### config.mk
export PLATFORM = sky130hd
export DESIGN_NAME = uart_tx_arbiter
export DESIGN_NICKNAME = d
export VERILOG_FILES = /design/src/rtl/uart_pkg.sv /design/src/rtl/uart_tx_serializer.sv /design/src/rtl/uart_tx_arbiter.sv
export SDC_FILE = /design/constraint.sdc
export NUM_CORES = 1
export LEC_CHECK = 0
export CAP_MARGIN = 20
export CORE_AREA = 3 3 65 67
export DETAILED_ROUTE_END_ITERATION = 8
export DIE_AREA = 0 0 68 70
export MAX_ROUTING_LAYER = met4
export PLACE_DENSITY = 0.72
export SETUP_SLACK_MARGIN = 0.3
export SLEW_MARGIN = 20
export SYNTH_ARGS = -nofsm -noshare
export SYNTH_HDL_FRONTEND = slang
export SYNTH_SLANG_ARGS = --single-unit
### constraint.sdc
create_clock -name sys_clk -period 2.2 [get_ports sys_clk]
set_clock_uncertainty 0.05 [all_clocks]
set_input_delay 0.33 -clock sys_clk [delete_from_list [all_inputs] [get_ports sys_clk]]
set_output_delay 0.33 -clock sys_clk [all_outputs]
set_load 0.005 [all_outputs]
### src/rtl/uart_pkg.sv
// uart_pkg: shared states and defaults for the UART transmit arbiter.
package uart_pkg;
  typedef enum logic [1:0] {IDLE, START, DATA, STOP} state_e;
  localparam int DEF_CLKS_PER_BIT = 868;
  localparam int DEF_CNT_W = 10;
  localparam int BYTE_W = 8;
endpackage

### src/rtl/uart_tx_serializer.sv
// uart_tx_serializer: 8N1 LSB-first framing of one byte onto a registered line.
module uart_tx_serializer
  import uart_pkg::*;
#(
  parameter int CLKS_PER_BIT = DEF_CLKS_PER_BIT,
  parameter int CNT_W = DEF_CNT_W
) (
  input  logic              clk_i,
  input  logic              rst_i,
  input  logic              start_i,
  input  logic [BYTE_W-1:0] byte_i,
  output logic              tx_o,
  output logic              done_o
);
  state_e state_q, state_d;
  logic [CNT_W-1:0] cnt_q, cnt_d;
  logic [2:0] idx_q, idx_d;
  logic [BYTE_W-1:0] shift_q, shift_d;
  logic tx_q, tx_d, wrap;
  assign wrap = cnt_q == CNT_W'(CLKS_PER_BIT - 1);
  assign done_o = state_q == STOP && wrap;
  assign tx_o = tx_q;
  always_ff @(posedge clk_i or posedge rst_i)
    if (rst_i) begin
      state_q <= IDLE;
      cnt_q <= '0;
      idx_q <= '0;
      shift_q <= '0;
      tx_q <= 1'b1;
    end else begin
      state_q <= state_d;
      cnt_q <= cnt_d;
      idx_q <= idx_d;
      shift_q <= shift_d;
      tx_q <= tx_d;
    end
  // Line level is derived from the next state so the start bit appears one cycle after the transfer.
  always_comb begin
    state_d = state_q;
    idx_d = idx_q;
    shift_d = shift_q;
    cnt_d = (state_q == IDLE || wrap) ? '0 : cnt_q + 1'b1;
    case (state_q)
      IDLE: if (start_i) begin
        state_d = START;
        shift_d = byte_i;
      end
      START: if (wrap) begin
        state_d = DATA;
        idx_d = '0;
      end
      DATA: if (wrap) begin
        shift_d = shift_q >> 1;
        idx_d = idx_q + 1'b1;
        state_d = idx_q == 3'd7 ? STOP : DATA;
      end
      STOP: if (wrap) state_d = IDLE;
      default: state_d = IDLE;
    endcase
    tx_d = state_d == START ? 1'b0 : state_d == DATA ? shift_d[0] : 1'b1;
  end
endmodule

### src/rtl/uart_tx_arbiter.sv
// uart_tx_arbiter: round-robin, packet-locked sharing of one UART TX line by two byte streams.
module uart_tx_arbiter
  import uart_pkg::*;
#(
  parameter int CLKS_PER_BIT = DEF_CLKS_PER_BIT,
  parameter int CNT_W = DEF_CNT_W
) (
  input  logic              sys_clk,
  input  logic              rst,
  input  logic              req0_valid,
  input  logic [BYTE_W-1:0] req0_data,
  input  logic              req0_last,
  output logic              req0_ready,
  input  logic              req1_valid,
  input  logic [BYTE_W-1:0] req1_data,
  input  logic              req1_last,
  output logic              req1_ready,
  output logic              RsTx,
  output logic              busy,
  output logic              grant_id
);
  logic busy_q, busy_d, lock_q, lock_d, ptr_q, ptr_d, gid_q, gid_d;
  logic win, xfer, done, last_sel;
  logic [BYTE_W-1:0] data_sel;
  always_ff @(posedge sys_clk or posedge rst)
    if (rst) begin
      busy_q <= 1'b0;
      lock_q <= 1'b0;
      ptr_q <= 1'b0;
      gid_q <= 1'b0;
    end else begin
      busy_q <= busy_d;
      lock_q <= lock_d;
      ptr_q <= ptr_d;
      gid_q <= gid_d;
    end
  // A held lock pins the winner to the owner, even while the owner has nothing to send.
  always_comb begin
    win = lock_q ? gid_q : (req0_valid && req1_valid) ? ptr_q : req1_valid;
    req0_ready = !rst && !busy_q && !win && req0_valid;
    req1_ready = !rst && !busy_q && win && req1_valid;
    xfer = req0_ready || req1_ready;
    data_sel = win ? req1_data : req0_data;
    last_sel = win ? req1_last : req0_last;
    busy_d = xfer ? 1'b1 : done ? 1'b0 : busy_q;
    gid_d = xfer ? win : gid_q;
    lock_d = xfer ? !last_sel : lock_q;
    ptr_d = (xfer && last_sel) ? !win : ptr_q;
  end
  uart_tx_serializer #(.CLKS_PER_BIT(CLKS_PER_BIT), .CNT_W(CNT_W)) u_ser (
    .clk_i(sys_clk),
    .rst_i(rst),
    .start_i(xfer),
    .byte_i(data_sel),
    .tx_o(RsTx),
    .done_o(done)
  );
  assign busy = busy_q;
  assign grant_id = gid_q;
endmodule

==> qor.json <==
{
  "seq_area": {"value": 702, "unit": "um^2"},
  "layout_common_cells": {"value": "27 x sky130_fd_sc_hd__dfrtp_1, 24 x sky130_fd_sc_hd__clkdlybuf4s50_1, 22 x sky130_fd_sc_hd__nor2_1, 13 x sky130_fd_sc_hd__nand2_1, 13 x sky130_fd_sc_hd__buf_4"},
  "power.share.sequential": {"value": 0.584},
  "syn_nets": {"value": 172},
  "place.gp.congestion": {"value": 0.794},
  "yosys_reg_bits": {"value": 28},
  "grt_first_pass_wirelength": {"value": 4950, "unit": "um"},
  "internal_power": {"value": 700, "unit": "uW"},
  "grt_start_max_net_pins": {"value": 29},
  "comb_power_share": {"value": 0.098},
  "hpwl_after_detailed_placement": {"value": 2160, "unit": "um"},
  "endpoint_kind": {"value": "output port"},
  "muxShareOfSynthArea": {"value": 0.0759},
  "yosys.area_share.adder": {"value": 0.0256},
  "dr_total_vias": {"value": 1207},
  "final.period_utilization": {"value": 0.831},
  "synth_simple_gate_area_frac": {"value": 0.220},
  "drt-wirelength-per-cell": {"value": 12.8, "unit": "um"},
  "p_switching": {"value": 187, "unit": "uW"},
  "path_class": {"value": "in -> out"},
  "irDropWorstVdd": {"value": 0.276, "unit": "mV"},
  "post_route_cells_drive_above_1_share": {"value": 0.158},
  "n_fill_cell": {"value": 341},
  "timing.critical_path.from": {"value": "req1_valid"},
  "clk_pin_slew_worst_paths": {"value": 90, "unit": "ps"},
  "setup_repair_after_global_routing_missed_its_margin": {"value": "false"},
  "multi_input_comb_area": {"value": 751, "unit": "um^2"},
  "report.final.slew_viol_count": {"value": 0},
  "placed_cells_incl_taps": {"value": 222},
  "critical_path_arrival": {"value": 1450, "unit": "ps"},
  "tritoncts": {"value": "yes"},
  "startpoint_type": {"value": "primary input"},
  "timing.slew.headroom": {"value": 0.715},
  "worstPathRequired": {"value": 1820, "unit": "ps"},
  "async_reset_ff_frac": {"value": 1.00},
  "grt-ovfl-total": {"value": 0},
  "die-width": {"value": 68, "unit": "um"},
  "number_of_antenna_violations_at_the_first_check_in_global_routing": {"value": 0},
  "chipHeight": {"value": 70, "unit": "um"},
  "rr_startpoint": {"value": "u_ser.cnt_q[0]$_DFF_PP0_"},
  "cts-buffers-inserted": {"value": 3},
  "core.rowCount": {"value": 22},
  "cts_max_path_buffers": {"value": 2},
  "netlist-cell-type-count": {"value": 34},
  "powerDensity": {"value": 461, "unit": "mW/mm^2"},
  "viasPerCell": {"value": 5.20},
  "initial_utilization": {"value": 0.398},
  "diodes": {"value": 0},
  "ys_warn_count": {"value": 0},
  "worstPathMaxFanout": {"value": 4},
  "clock_insertion_delay_worst_skew": {"value": 270, "unit": "ps"},
  "hold_path_startpoint": {"value": "u_ser.cnt_q[0]$_DFF_PP0_"},
  "cts_sinks": {"value": 28},
  "maxClockFrequency": {"value": 547, "unit": "MHz"},
  "final_cells": {"value": 232},
  "main_combinational_cell_family_by_area_after_synthesis": {"value": "simple AND/OR/NAND/NOR gates"},
  "synth_compound_gate_area_share": {"value": 0.114},
  "net_sw_frac": {"value": 0.211},
  "pwr-share-clk": {"value": 0.319},
  "setup_total_negative_slack": {"value": 0, "unit": "ps"},
  "synth_xor_xnor_area_share": {"value": 0.0538},
  "synth.yosys.seq_area_share": {"value": 0.479},
  "synth_top_flop_cell": {"value": "sky130_fd_sc_hd__dfrtp_1"},
  "finalNetCount": {"value": 210},
  "cp_slowest_stage_delay": {"value": 480, "unit": "ps"},
  "ctsRootBufferMaster": {"value": "sky130_fd_sc_hd__clkbuf_8"},
  "global_route.usage.total": {"value": 0.137},
  "placement.io_buffers": {"value": 26},
  "finalWorstPathRequiredPeriod": {"value": 1830, "unit": "ps"},
  "flow.area_growth_from_synthesis": {"value": 31.2, "unit": "%"},
  "htree_levels": {"value": 1},
  "avgSynthCellArea": {"value": 9.98, "unit": "um^2"},
  "synth_enable_flop_cells": {"value": 0},
  "detail_route.first_pass.iterations": {"value": 4},
  "worst_r2r_path_depth": {"value": 6},
  "crit_path_top_delay_cell": {"value": "sky130_fd_sc_hd__clkdlybuf4s50_1"},
  "dieArea": {"value": 0.00476, "unit": "mm^2"},
  "coreArea": {"value": 0.00369, "unit": "mm^2"},
  "final_core_util": {"value": 0.522},
  "min-delay-path-class": {"value": "reg -> reg"},
  "run_status": {"value": "completed"},
  "timing.hold.worst_path_depth": {"value": 1},
  "setup_viol_count_final": {"value": 0},
  "ios": {"value": 27},
  "detail_route.wirelength": {"value": 2980, "unit": "um"},
  "initialDrtViolationCount": {"value": 58},
  "finalHoldViolations": {"value": 0},
  "leakage_component_of_the_power": {"value": 0.889, "unit": "nW"},
  "drc": {"value": 0},
  "mostFrequentLayoutCell": {"value": "sky130_fd_sc_hd__dfrtp_1"},
  "cp_cell_sequence": {"value": "clkdlybuf4s50_1, nand2b_1, o21ai_2, and3_4, clkbuf_2"},
  "post_synth_instance_area": {"value": 0.00147, "unit": "mm^2"},
  "maxCapViolations": {"value": 0},
  "transition_at_the_pin_with_the_smallest_max_transition_slack": {"value": 427, "unit": "ps"},
  "netlist_instances": {"value": 147},
  "drtAntennaViolNets": {"value": 0},
  "grt_pass1_vias": {"value": 1103}
}
[per-layer routing]
metal / wire length (um) / GRT usage / vias to the layer above
li1: - / - / 590
met1: 1310 / 0.177 / 580
met2: 1460 / 0.202 / 33
met3: 169 / 0.0482 / 4
met4: 32 / 0.0375 / 0
met5: 0 / - / -
[final timing paths]
check / slack, ps / to
max: 370 / req1_ready
min: 440 / u_ser.cnt_q[0]$_DFF_PP0_
max reg2reg: 380 / u_ser.shift_q[2]$_DFFE_PP0P_
min reg2reg: 440 / u_ser.cnt_q[0]$_DFF_PP0_
max in group asynchronous: 1330 / u_ser.tx_o$_DFF_PP1_
min in group asynchronous: 460 / busy$_DFFE_PP0P_
[cell families after synthesis]
family / count (synthesis)
compound gates: 25
simple gates: 61
buf+inv: 10
xor+xnor: 9
flops: 28
mux: 11
fa+ha+maj: 3
[stage by stage]
stage	instance area [um^2]	power [mW]	setup slack [ps]	hold slack, ps
finish	1920	0.887	371	444
global route	1920	0.920	287	472
CTS	1870	0.898	263	432
detailed placement	1810	0.613	-41.7	435
global placement	1810	0.611	7.36	418
floorplan	1470	0.559	346	345
[area by class of cell]
class | count | area share
Multi-Input combinational cell | 109 | 0.390
Sequential cell | 28 | 0.365
Timing Repair Buffer | 39 | 0.183
Tap cell | 48 | 0.0312
Clock buffer | 4 | 0.0234
Inverter | 4 | 0.00780
[cells in the mapped netlist (4+ instances only)]
| cell | n | share of area |
|---|---|---|
| sky130_fd_sc_hd__nand2_1 | 13 | 0.033 |
| sky130_fd_sc_hd__nand3_1 | 4 | 0.014 |
| sky130_fd_sc_hd__o21ai_0 | 6 | 0.020 |
| sky130_fd_sc_hd__xor2_1 | 4 | 0.024 |
| sky130_fd_sc_hd__a21oi_1 | 7 | 0.024 |
| sky130_fd_sc_hd__xnor2_1 | 5 | 0.030 |
| sky130_fd_sc_hd__a221o_1 | 7 | 0.048 |
| sky130_fd_sc_hd__mux2i_1 | 10 | 0.068 |
| sky130_fd_sc_hd__inv_1 | 4 | 0.010 |
| sky130_fd_sc_hd__dfrtp_1 | 27 | 0.46 |
| sky130_fd_sc_hd__nor2_1 | 24 | 0.061 |
| sky130_fd_sc_hd__clkbuf_1 | 4 | 0.010 |
| sky130_fd_sc_hd__and3_1 | 4 | 0.017 |
[critical path, delay by kind of cell]
kind	cells	cell delay, ps
buffers and inverters	2	600
AND/OR/NAND/NOR	2	300
AO/OA/AOI/OAI	1	220
[power by group through the flow]
stage / combinational, mW / sequential (mW) / clock (mW)
floorplan: 0.0314 / 0.527 / 0
global placement: 0.0833 / 0.528 / 0
detailed placement: 0.0858 / 0.528 / 0
CTS: 0.0869 / 0.518 / 0.293
global route: 0.0940 / 0.518 / 0.308
finish: 0.0865 / 0.518 / 0.283
[sequential cells by signal, summed over array words and instances (netlist names)]
signal,count
u_ser.cnt_q,10
u_ser.shift_q,8
u_ser.idx_q,3
u_ser.state_q,2
busy,1
grant_id,1
lock_q,1
ptr_q,1
u_ser.tx_o,1
[timing repair]
item | CTS | global route
cloned | 0 | 0
pin swaps | 2 | 6
buffers inserted | 1 | 5
endpoints found under the setup margin | 2 | 12
gates resized for setup | 4 | 9
hold endpoints to repair | 0 | 0
hold buffers | 0 | 0
Power figures use the tool's default switching activity.
